--- src/rtl/ysyx_22040895_lsu_pkg.sv ---
// Shared encodings for the load/store unit.
//   sl codes      : operation select from EXU (11 is folded onto NONE by the top)
//   funct3 codes  : RISC-V load/store size and sign
//   lsu_state_e   : 2-bit LSU sequencing states
//   size_mask()   : byte-enable pattern for an access size at offset 0
//   misaligned()  : natural-alignment check for an access size
package ysyx_22040895_lsu_pkg;

   localparam int LSU_XLEN = 64;

   localparam logic [1:0] SL_NONE  = 2'b00;
   localparam logic [1:0] SL_LOAD  = 2'b01;
   localparam logic [1:0] SL_STORE = 2'b10;

   localparam logic [2:0] F3_B  = 3'b000;
   localparam logic [2:0] F3_H  = 3'b001;
   localparam logic [2:0] F3_W  = 3'b010;
   localparam logic [2:0] F3_D  = 3'b011;
   localparam logic [2:0] F3_BU = 3'b100;
   localparam logic [2:0] F3_HU = 3'b101;
   localparam logic [2:0] F3_WU = 3'b110;

   typedef enum logic [1:0] {
      ST_IDLE = 2'b00,
      ST_REQ  = 2'b01,
      ST_RESP = 2'b10,
      ST_WB   = 2'b11
   } lsu_state_e;

   function automatic logic [7:0] size_mask(input logic [1:0] sz);
      case (sz)
         2'b00:   size_mask = 8'h01;
         2'b01:   size_mask = 8'h03;
         2'b10:   size_mask = 8'h0F;
         default: size_mask = 8'hFF;
      endcase
   endfunction

   function automatic logic misaligned(input logic [1:0] sz, input logic [2:0] off);
      case (sz)
         2'b01:   misaligned = off[0];
         2'b10:   misaligned = |off[1:0];
         2'b11:   misaligned = |off;
         default: misaligned = 1'b0;
      endcase
   endfunction

endpackage

--- src/rtl/ysyx_22040895_lsu_align.sv ---
// Combinational lane logic for the LSU.
//   sl, funct3, off : operation, size/sign and byte offset within the 64-bit word
//   wdata, rdata    : raw store data / aligned read data from the bus
//   err             : misaligned access or illegal size for the operation
//   wmask, wdata_sh : store byte enables and lane-shifted store data (0 mask for non-stores)
//   rdata_ext       : read data shifted down to bit 0 and sign/zero extended
module ysyx_22040895_lsu_align
   import ysyx_22040895_lsu_pkg::*;
#(
   parameter int XLEN = LSU_XLEN
) (
   input  logic [1:0]      sl,
   input  logic [2:0]      funct3,
   input  logic [2:0]      off,
   input  logic [XLEN-1:0] wdata,
   input  logic [XLEN-1:0] rdata,
   output logic            err,
   output logic [7:0]      wmask,
   output logic [XLEN-1:0] wdata_sh,
   output logic [XLEN-1:0] rdata_ext
);

   logic [5:0]      sh;
   logic [XLEN-1:0] rsh;

   assign sh       = {off, 3'b000};
   assign wdata_sh = wdata << sh;
   assign rsh      = rdata >> sh;

   always_comb begin
      err   = 1'b0;
      wmask = 8'h00;
      case (sl)
         SL_LOAD:  err = (funct3 == 3'b111) || misaligned(funct3[1:0], off);
         SL_STORE: begin
            err   = funct3[2] || misaligned(funct3[1:0], off);
            wmask = size_mask(funct3[1:0]) << off;
         end
         default:  err = 1'b0;
      endcase
   end

   always_comb begin
      rdata_ext = rsh;
      case (funct3)
         F3_B:    rdata_ext = {{(XLEN-8){rsh[7]}}, rsh[7:0]};
         F3_H:    rdata_ext = {{(XLEN-16){rsh[15]}}, rsh[15:0]};
         F3_W:    rdata_ext = {{(XLEN-32){rsh[31]}}, rsh[31:0]};
         F3_BU:   rdata_ext = {{(XLEN-8){1'b0}}, rsh[7:0]};
         F3_HU:   rdata_ext = {{(XLEN-16){1'b0}}, rsh[15:0]};
         F3_WU:   rdata_ext = {{(XLEN-32){1'b0}}, rsh[31:0]};
         default: rdata_ext = rsh;
      endcase
   end

endmodule

--- src/rtl/ysyx_22040895_lsu.sv ---
// Load/store unit: accepts one EXU op, runs at most one 64-bit bus transaction,
// then emits a single write-back beat.
//   valid_i_lsu/ready_o_lsu     : EXU handshake
//   sl/funct3/addr/wdata/rd     : operation fields from EXU
//   mem_req_* / mem_rsp_*       : aligned request/response bus
//   wb_*                        : one-cycle register write-back pulse
//   err_o                       : misaligned/illegal/timed-out access, valid with wb_valid_o
//
// state   | meaning
// IDLE    | ready for a new op
// REQ     | request driven, waiting for mem_req_ready_i
// RESP    | waiting for read data / write ack
// WB      | write-back pulse
module ysyx_22040895_lsu
   import ysyx_22040895_lsu_pkg::*;
#(
   parameter int TIMEOUT = 255,
   parameter int XLEN    = LSU_XLEN
) (
   input  logic            clk,
   input  logic            rst,
   input  logic            valid_i_lsu,
   output logic            ready_o_lsu,
   input  logic [1:0]      sl_i_lsu,
   input  logic [2:0]      funct3_i_lsu,
   input  logic [XLEN-1:0] addr_i_lsu,
   input  logic [XLEN-1:0] wdata_i_lsu,
   input  logic [4:0]      rd_i_lsu,
   output logic            mem_req_valid_o,
   input  logic            mem_req_ready_i,
   output logic [XLEN-1:0] mem_addr_o,
   output logic            mem_wen_o,
   output logic [7:0]      mem_wmask_o,
   output logic [XLEN-1:0] mem_wdata_o,
   input  logic            mem_rsp_valid_i,
   input  logic [XLEN-1:0] mem_rdata_i,
   output logic            wb_valid_o,
   output logic            wb_wen_o,
   output logic [4:0]      wb_rd_o,
   output logic [XLEN-1:0] wb_data_o,
   output logic            err_o
);

   localparam logic [31:0] TO_LAST = 32'(TIMEOUT - 1);

   lsu_state_e      state;
   logic [1:0]      sl_q;
   logic [2:0]      f3_q;
   logic [2:0]      off_q;
   logic [31:0]     cnt;

   logic [1:0]      sl_n;
   logic            use_in;
   logic [1:0]      a_sl;
   logic [2:0]      a_f3;
   logic [2:0]      a_off;
   logic            a_err;
   logic [7:0]      a_wmask;
   logic [XLEN-1:0] a_wdata;
   logic [XLEN-1:0] a_rdata;
   logic            timeout_hit;

   assign sl_n   = (sl_i_lsu == 2'b11) ? SL_NONE : sl_i_lsu;
   // Decode straight from the EXU inputs while idle, from the held op otherwise.
   assign use_in = (state == ST_IDLE);
   assign a_sl   = use_in ? sl_n : sl_q;
   assign a_f3   = use_in ? funct3_i_lsu : f3_q;
   assign a_off  = use_in ? addr_i_lsu[2:0] : off_q;

   // cnt holds the number of completed REQ/RESP cycles; the abort fires on the
   // TIMEOUT-th cycle and takes priority over a handshake in that same cycle.
   assign timeout_hit = (TIMEOUT != 0) && (cnt == TO_LAST);

   ysyx_22040895_lsu_align #(.XLEN(XLEN)) u_align (
      .sl        (a_sl),
      .funct3    (a_f3),
      .off       (a_off),
      .wdata     (wdata_i_lsu),
      .rdata     (mem_rdata_i),
      .err       (a_err),
      .wmask     (a_wmask),
      .wdata_sh  (a_wdata),
      .rdata_ext (a_rdata)
   );

   always_ff @(posedge clk or negedge rst) begin
      if (!rst) begin
         state           <= ST_IDLE;
         sl_q            <= SL_NONE;
         f3_q            <= 3'b000;
         off_q           <= 3'b000;
         cnt             <= '0;
         ready_o_lsu     <= 1'b1;
         mem_req_valid_o <= 1'b0;
         mem_addr_o      <= '0;
         mem_wen_o       <= 1'b0;
         mem_wmask_o     <= 8'h00;
         mem_wdata_o     <= '0;
         wb_valid_o      <= 1'b0;
         wb_wen_o        <= 1'b0;
         wb_rd_o         <= 5'd0;
         wb_data_o       <= '0;
         err_o           <= 1'b0;
      end else begin
         case (state)
            ST_IDLE: begin
               if (valid_i_lsu && ready_o_lsu) begin
                  sl_q        <= sl_n;
                  f3_q        <= funct3_i_lsu;
                  off_q       <= addr_i_lsu[2:0];
                  wb_rd_o     <= rd_i_lsu;
                  ready_o_lsu <= 1'b0;
                  if (sl_n == SL_NONE) begin
                     state      <= ST_WB;
                     wb_valid_o <= 1'b1;
                     wb_wen_o   <= (rd_i_lsu != 5'd0);
                     wb_data_o  <= addr_i_lsu;
                     err_o      <= 1'b0;
                  end else if (a_err) begin
                     state      <= ST_WB;
                     wb_valid_o <= 1'b1;
                     wb_wen_o   <= 1'b0;
                     wb_data_o  <= '0;
                     err_o      <= 1'b1;
                  end else begin
                     state           <= ST_REQ;
                     cnt             <= '0;
                     mem_req_valid_o <= 1'b1;
                     mem_addr_o      <= {addr_i_lsu[XLEN-1:3], 3'b000};
                     mem_wen_o       <= (sl_n == SL_STORE);
                     mem_wmask_o     <= a_wmask;
                     mem_wdata_o     <= (sl_n == SL_STORE) ? a_wdata : '0;
                  end
               end
            end
            ST_REQ, ST_RESP: begin
               cnt <= cnt + 32'd1;
               if (timeout_hit) begin
                  state           <= ST_WB;
                  mem_req_valid_o <= 1'b0;
                  wb_valid_o      <= 1'b1;
                  wb_wen_o        <= 1'b0;
                  wb_data_o       <= '0;
                  err_o           <= 1'b1;
               end else if (state == ST_REQ) begin
                  if (mem_req_ready_i) begin
                     state           <= ST_RESP;
                     mem_req_valid_o <= 1'b0;
                  end
               end else if (mem_rsp_valid_i) begin
                  state      <= ST_WB;
                  wb_valid_o <= 1'b1;
                  wb_wen_o   <= (sl_q != SL_STORE) && (wb_rd_o != 5'd0);
                  wb_data_o  <= (sl_q == SL_LOAD) ? a_rdata : '0;
                  err_o      <= 1'b0;
               end
            end
            ST_WB: begin
               state       <= ST_IDLE;
               ready_o_lsu <= 1'b1;
               wb_valid_o  <= 1'b0;
               wb_wen_o    <= 1'b0;
               err_o       <= 1'b0;
            end
            default: state <= ST_IDLE;
         endcase
      end
   end

endmodule

--- config.mk ---
export PLATFORM = sky130hd
export DESIGN_NAME = ysyx_22040895_lsu
export DESIGN_NICKNAME = d
export VERILOG_FILES = /design/src/rtl/ysyx_22040895_lsu_pkg.sv /design/src/rtl/ysyx_22040895_lsu_align.sv /design/src/rtl/ysyx_22040895_lsu.sv
export SDC_FILE = /design/constraint.sdc
export NUM_CORES = 1
export LEC_CHECK = 0
export ABC_AREA = 1
export ABC_CLOCK_PERIOD_IN_PS = 7100
export CAP_MARGIN = 10
export CORE_MARGIN = 2
export CORE_UTILIZATION = 54
export DETAILED_ROUTE_END_ITERATION = 7
export GPL_ROUTABILITY_DRIVEN = 1
export HOLD_SLACK_MARGIN = 0.03
export PLACE_DENSITY = 0.89
export REMOVE_ABC_BUFFERS = 1
export SLEW_MARGIN = 20
export SYNTH_ARGS = -nofsm -noshare
export SYNTH_HDL_FRONTEND = slang
export SYNTH_SLANG_ARGS = --single-unit
--- constraint.sdc ---
create_clock -name clk -period 7.1 [get_ports clk]
set_input_delay 1.42 -clock clk [delete_from_list [all_inputs] [get_ports clk]]
set_output_delay 1.42 -clock clk [all_outputs]
set_load 0.01 [all_outputs]
==> impl_metrics.json <==
{
  "status": "finished with violations",
  "violations": "DRC",
  "grt_max_degree": 121,
  "synth_fa_ha_area_share_pct": 0.868,
  "ys.flop_type": "dfrtp_1",
  "final_area_um2": 21000,
  "nets": 2942,
  "clockBufferDepth": 3,
  "cts_buffers": 28,
  "wl_per_cell_um": 18.8,
  "synthMuxAreaShare_pct": 0,
  "ir_worst_vdd_v": 0.000446,
  "clock.fmax_ghz": 0.190,
  "rsz0062_at_grt": "no",
  "arrival_ns": 5.69,
  "synth-seq-cells": 250,
  "globalplace.congestion": 0.947,
  "fin_crit_sh_pct": 74.2,
  "hold_viol_final": 0,
  "crit_type": "input port to flip-flop",
  "yosysMostFrequentCell": "nand2_1",
  "final_layout_size_suffix_gt1_share_pct": 4.01,
  "drtPass1Iterations": 8,
  "cts_setup_buffers": 0,
  "min-delay-path-class": "flip-flop to flip-flop",
  "die_w_um": 175,
  "maxSlewViolCount": 0,
  "via_per_inst": 5.69,
  "cts_num_sinks": 250,
  "row_count": 62,
  "worstSkewPairLatency_ns": 0.56,
  "placed_cell_area_um2": 19800,
  "synth_cell_types": 44,
  "fillers": 2287,
  "holdBufCountCts": 0,
  "cts_tree": "built",
  "power_density_nw_per_um2": 492,
  "start_kind": "input port",
  "synth_top_family_by_area": "simple AND/OR/NAND/NOR gates",
  "grt_antenna_before_repair": 11,
  "drc": 2,
  "crit_start": "funct3_i_lsu[1]",
  "slew_headroom_pct": 22.2,
  "netlist.area_leader.share_pct": 39.3,
  "cp.required_ns": 7.52,
  "cp-end-kind": "flip-flop",
  "r2r_slack_ns": 1.86,
  "die_h_um": 175,
  "routed_wirelength_um": 59100,
  "synth_area_leader_cell": "dfrtp_1",
  "synthXorXnorAreaFrac_pct": 0.442,
  "cts-root-buf": "clkbuf_16",
  "final.setup.tns_ns": 0,
  "place.detailed.hpwl_um": 41300,
  "synthArstFlopShare_pct": 100,
  "cts.repair.resized": 0,
  "pin_count": 418,
  "syn-cell-area_um2": 15900,
  "io_buffers": 414,
  "report.power.total_uw": 10300,
  "fin_worst_skew_ns": 0.0186,
  "synth_area_leaders": "dfrtp_1 39%, nand2_1 23%, nand3_1 6.9%",
  "area_growth_pct": 32.3,
  "clk_pin_slew_ns": 0.06,
  "r2r_start": "state[1]$_DFFE_PN0P_",
  "synth_compound_gate_area_share_pct": 9.74,
  "overflow": 0,
  "synth_warnings": 0,
  "tightestPinTransition_ns": 1.16,
  "grt_pass1_vias": 17200,
  "crit_end": "cnt[5]$_DFFE_PN0P_",
  "leakage_uw": 0.0102,
  "fin_hold_ws_ns": 0.479,
  "synthCells": 2417,
  "crit_fanout": 64,
  "grt_use_total_pct": 37.7,
  "grt_pass1_wl_um": 92700,
  "via_count": 17900,
  "cap_violations": 0,
  "initial_utilization_pct": 55.1,
  "die_area_um2": 30700,
  "reg2reg_depth": 13,
  "synth.top_cells.by_count": "964 x nand2_1, 249 x dfrtp_1, 220 x nand3_1, 211 x inv_1, 184 x o21ai_0",
  "ant_nets": 0,
  "r2r_end": "cnt[5]$_DFFE_PN0P_",
  "drt_iter0_markers": 2027,
  "syn_area_per_cell_um2": 6.56,
  "yosys.area_share.simple_pct": 39.3,
  "core_area_um2": 28800,
  "setup_violations": 0,
  "seq_area_frac_synth_pct": 39.5,
  "min_period_ns": 5.27,
  "synth_edf_count": 0,
  "htree_levels": 1
}
cells in the final DEF, fill, tap and decap left out, types with 3 or more instances in the layout:
master           synthesis  layout
nand4_1                 71      71
nand3_1                220     219
nand2_1                964     963
inv_2                    4       5
nor2_1                 171     171
nor3_1                  21      21
xor2_1                   8       8
o22a_1                   7       7
clkinv_1                 4       4
a21oi_1                 22      22
a22oi_1                  7       7
clkbuf_16                0      29
o211ai_1                14      14
o22ai_1                  3       3
nand2_4                  4       6
ha_1                    11      11
nand2_2                  9       8
clkdlybuf4s50_1          0     413
buf_4                   18      13
or2_2                   12      12
bufinv_16                0       9
inv_1                  211     209
o21ai_0                184     184
nor4_1                   3       3
clkinv_2                 0       6
nor2_4                   2       4
clkbuf_8                 0       5
and2_1                   4       4
dfrtp_1                249     249
conb_1                   1       3
o21ai_1                 37      37
o2111ai_1                4       4
diode_2                  0      11
sequential cells by signal, summed over array words and instances, names as in the netlist:
name / count
wb_wen_o: 1
mem_wdata_o: 64
sl_q: 2
cnt: 32
wb_data_o: 64
state: 2
mem_req_valid_o: 1
mem_wen_o: 1
off_q: 3
wb_valid_o: 1
mem_wmask_o: 8
err_o: 1
f3_q: 3
mem_addr_o: 61
wb_rd_o: 5
ready_o_lsu: 1
cells by family (layout without fill, tap and decap cells):
logic type      after synthesis  after routing
flops                       250            250
buf+inv                     373            700
fa+ha+maj                    11             11
other cells                   1             14
simple gates               1489           1489
compound gates              285            285
xor+xnor                      8              8
layout make-up:
type	count	area (µm²)	area share, %
Inverter	221	836	3.98
Clock buffer	36	802	3.82
Sequential cell	250	6260	29.8
Multi-Input combinational cell	1796	8010	38.2
Clock inverter	16	312	1.49
Tap cell	384	480	2.29
Timing Repair Buffer	427	4250	20.2
Antenna cell	11	27.5	0.131
where the power goes:
part | internal, µW | leakage [µW] | total, µW | switching [µW]
combinational | 2190 | 0.00643 | 6340 | 4150
sequential | 1930 | 0.00327 | 2240 | 304
clock | 1120 | 0.000547 | 1740 | 621
worst max-delay path, stage by stage:
cell	delay (ns)
clkdlybuf4s50_1	0.44
nand2_1	0.10
o21ai_2	0.31
nand2_2	0.34
clkinv_1	0.65
nand2_1	0.25
nand3_1	0.11
nand2_2	0.12
nand2_4	0.43
inv_2	0.97
nand2_1	0.30
nand2_1	0.16
nor2_1	0.06
how the worst min path moves through the flow:
stage                               start                         end  slack, ns  cells after the start
4_1_cts        mem_addr_o[20]$_DFFE_PN0P_  mem_addr_o[20]$_DFFE_PN0P_       0.48                      2
6_report        wb_data_o[31]$_DFFE_PN0P_   wb_data_o[31]$_DFFE_PN0P_       0.48                      2
3_3_place_gp   mem_addr_o[24]$_DFFE_PN0P_  mem_addr_o[24]$_DFFE_PN0P_       0.46                      2
5_1_grt         wb_data_o[31]$_DFFE_PN0P_   wb_data_o[31]$_DFFE_PN0P_       0.50                      2
2_1_floorplan        off_q[1]$_DFFE_PN0P_        off_q[1]$_DFFE_PN0P_       0.47                      2
3_5_place_dp    wb_data_o[31]$_DFFE_PN0P_   wb_data_o[31]$_DFFE_PN0P_       0.46                      2
metrics by stage:
stage,utilization [%],worst slack [ns],instances
4_1_cts,72.8,1.89,3130
3_3_place_gp,68.9,1.56,3078
2_1_floorplan,-,1.22,2267
5_1_grt,72.9,1.42,3140
6_report,72.9,1.83,3141
3_5_place_dp,68.9,1.36,3078
routing by layer:
metal  wire length, µm  global-route usage (%)  vias to the layer above
li1                  -                       -                     8309
met1             23300                    50.1                     8295
met2             26800                    59.0                     1068
met3              5700                    7.06                      205
met4              3290                    19.2                        0
met5                 0                       0                        -
Power figures use the tool's default switching activity.
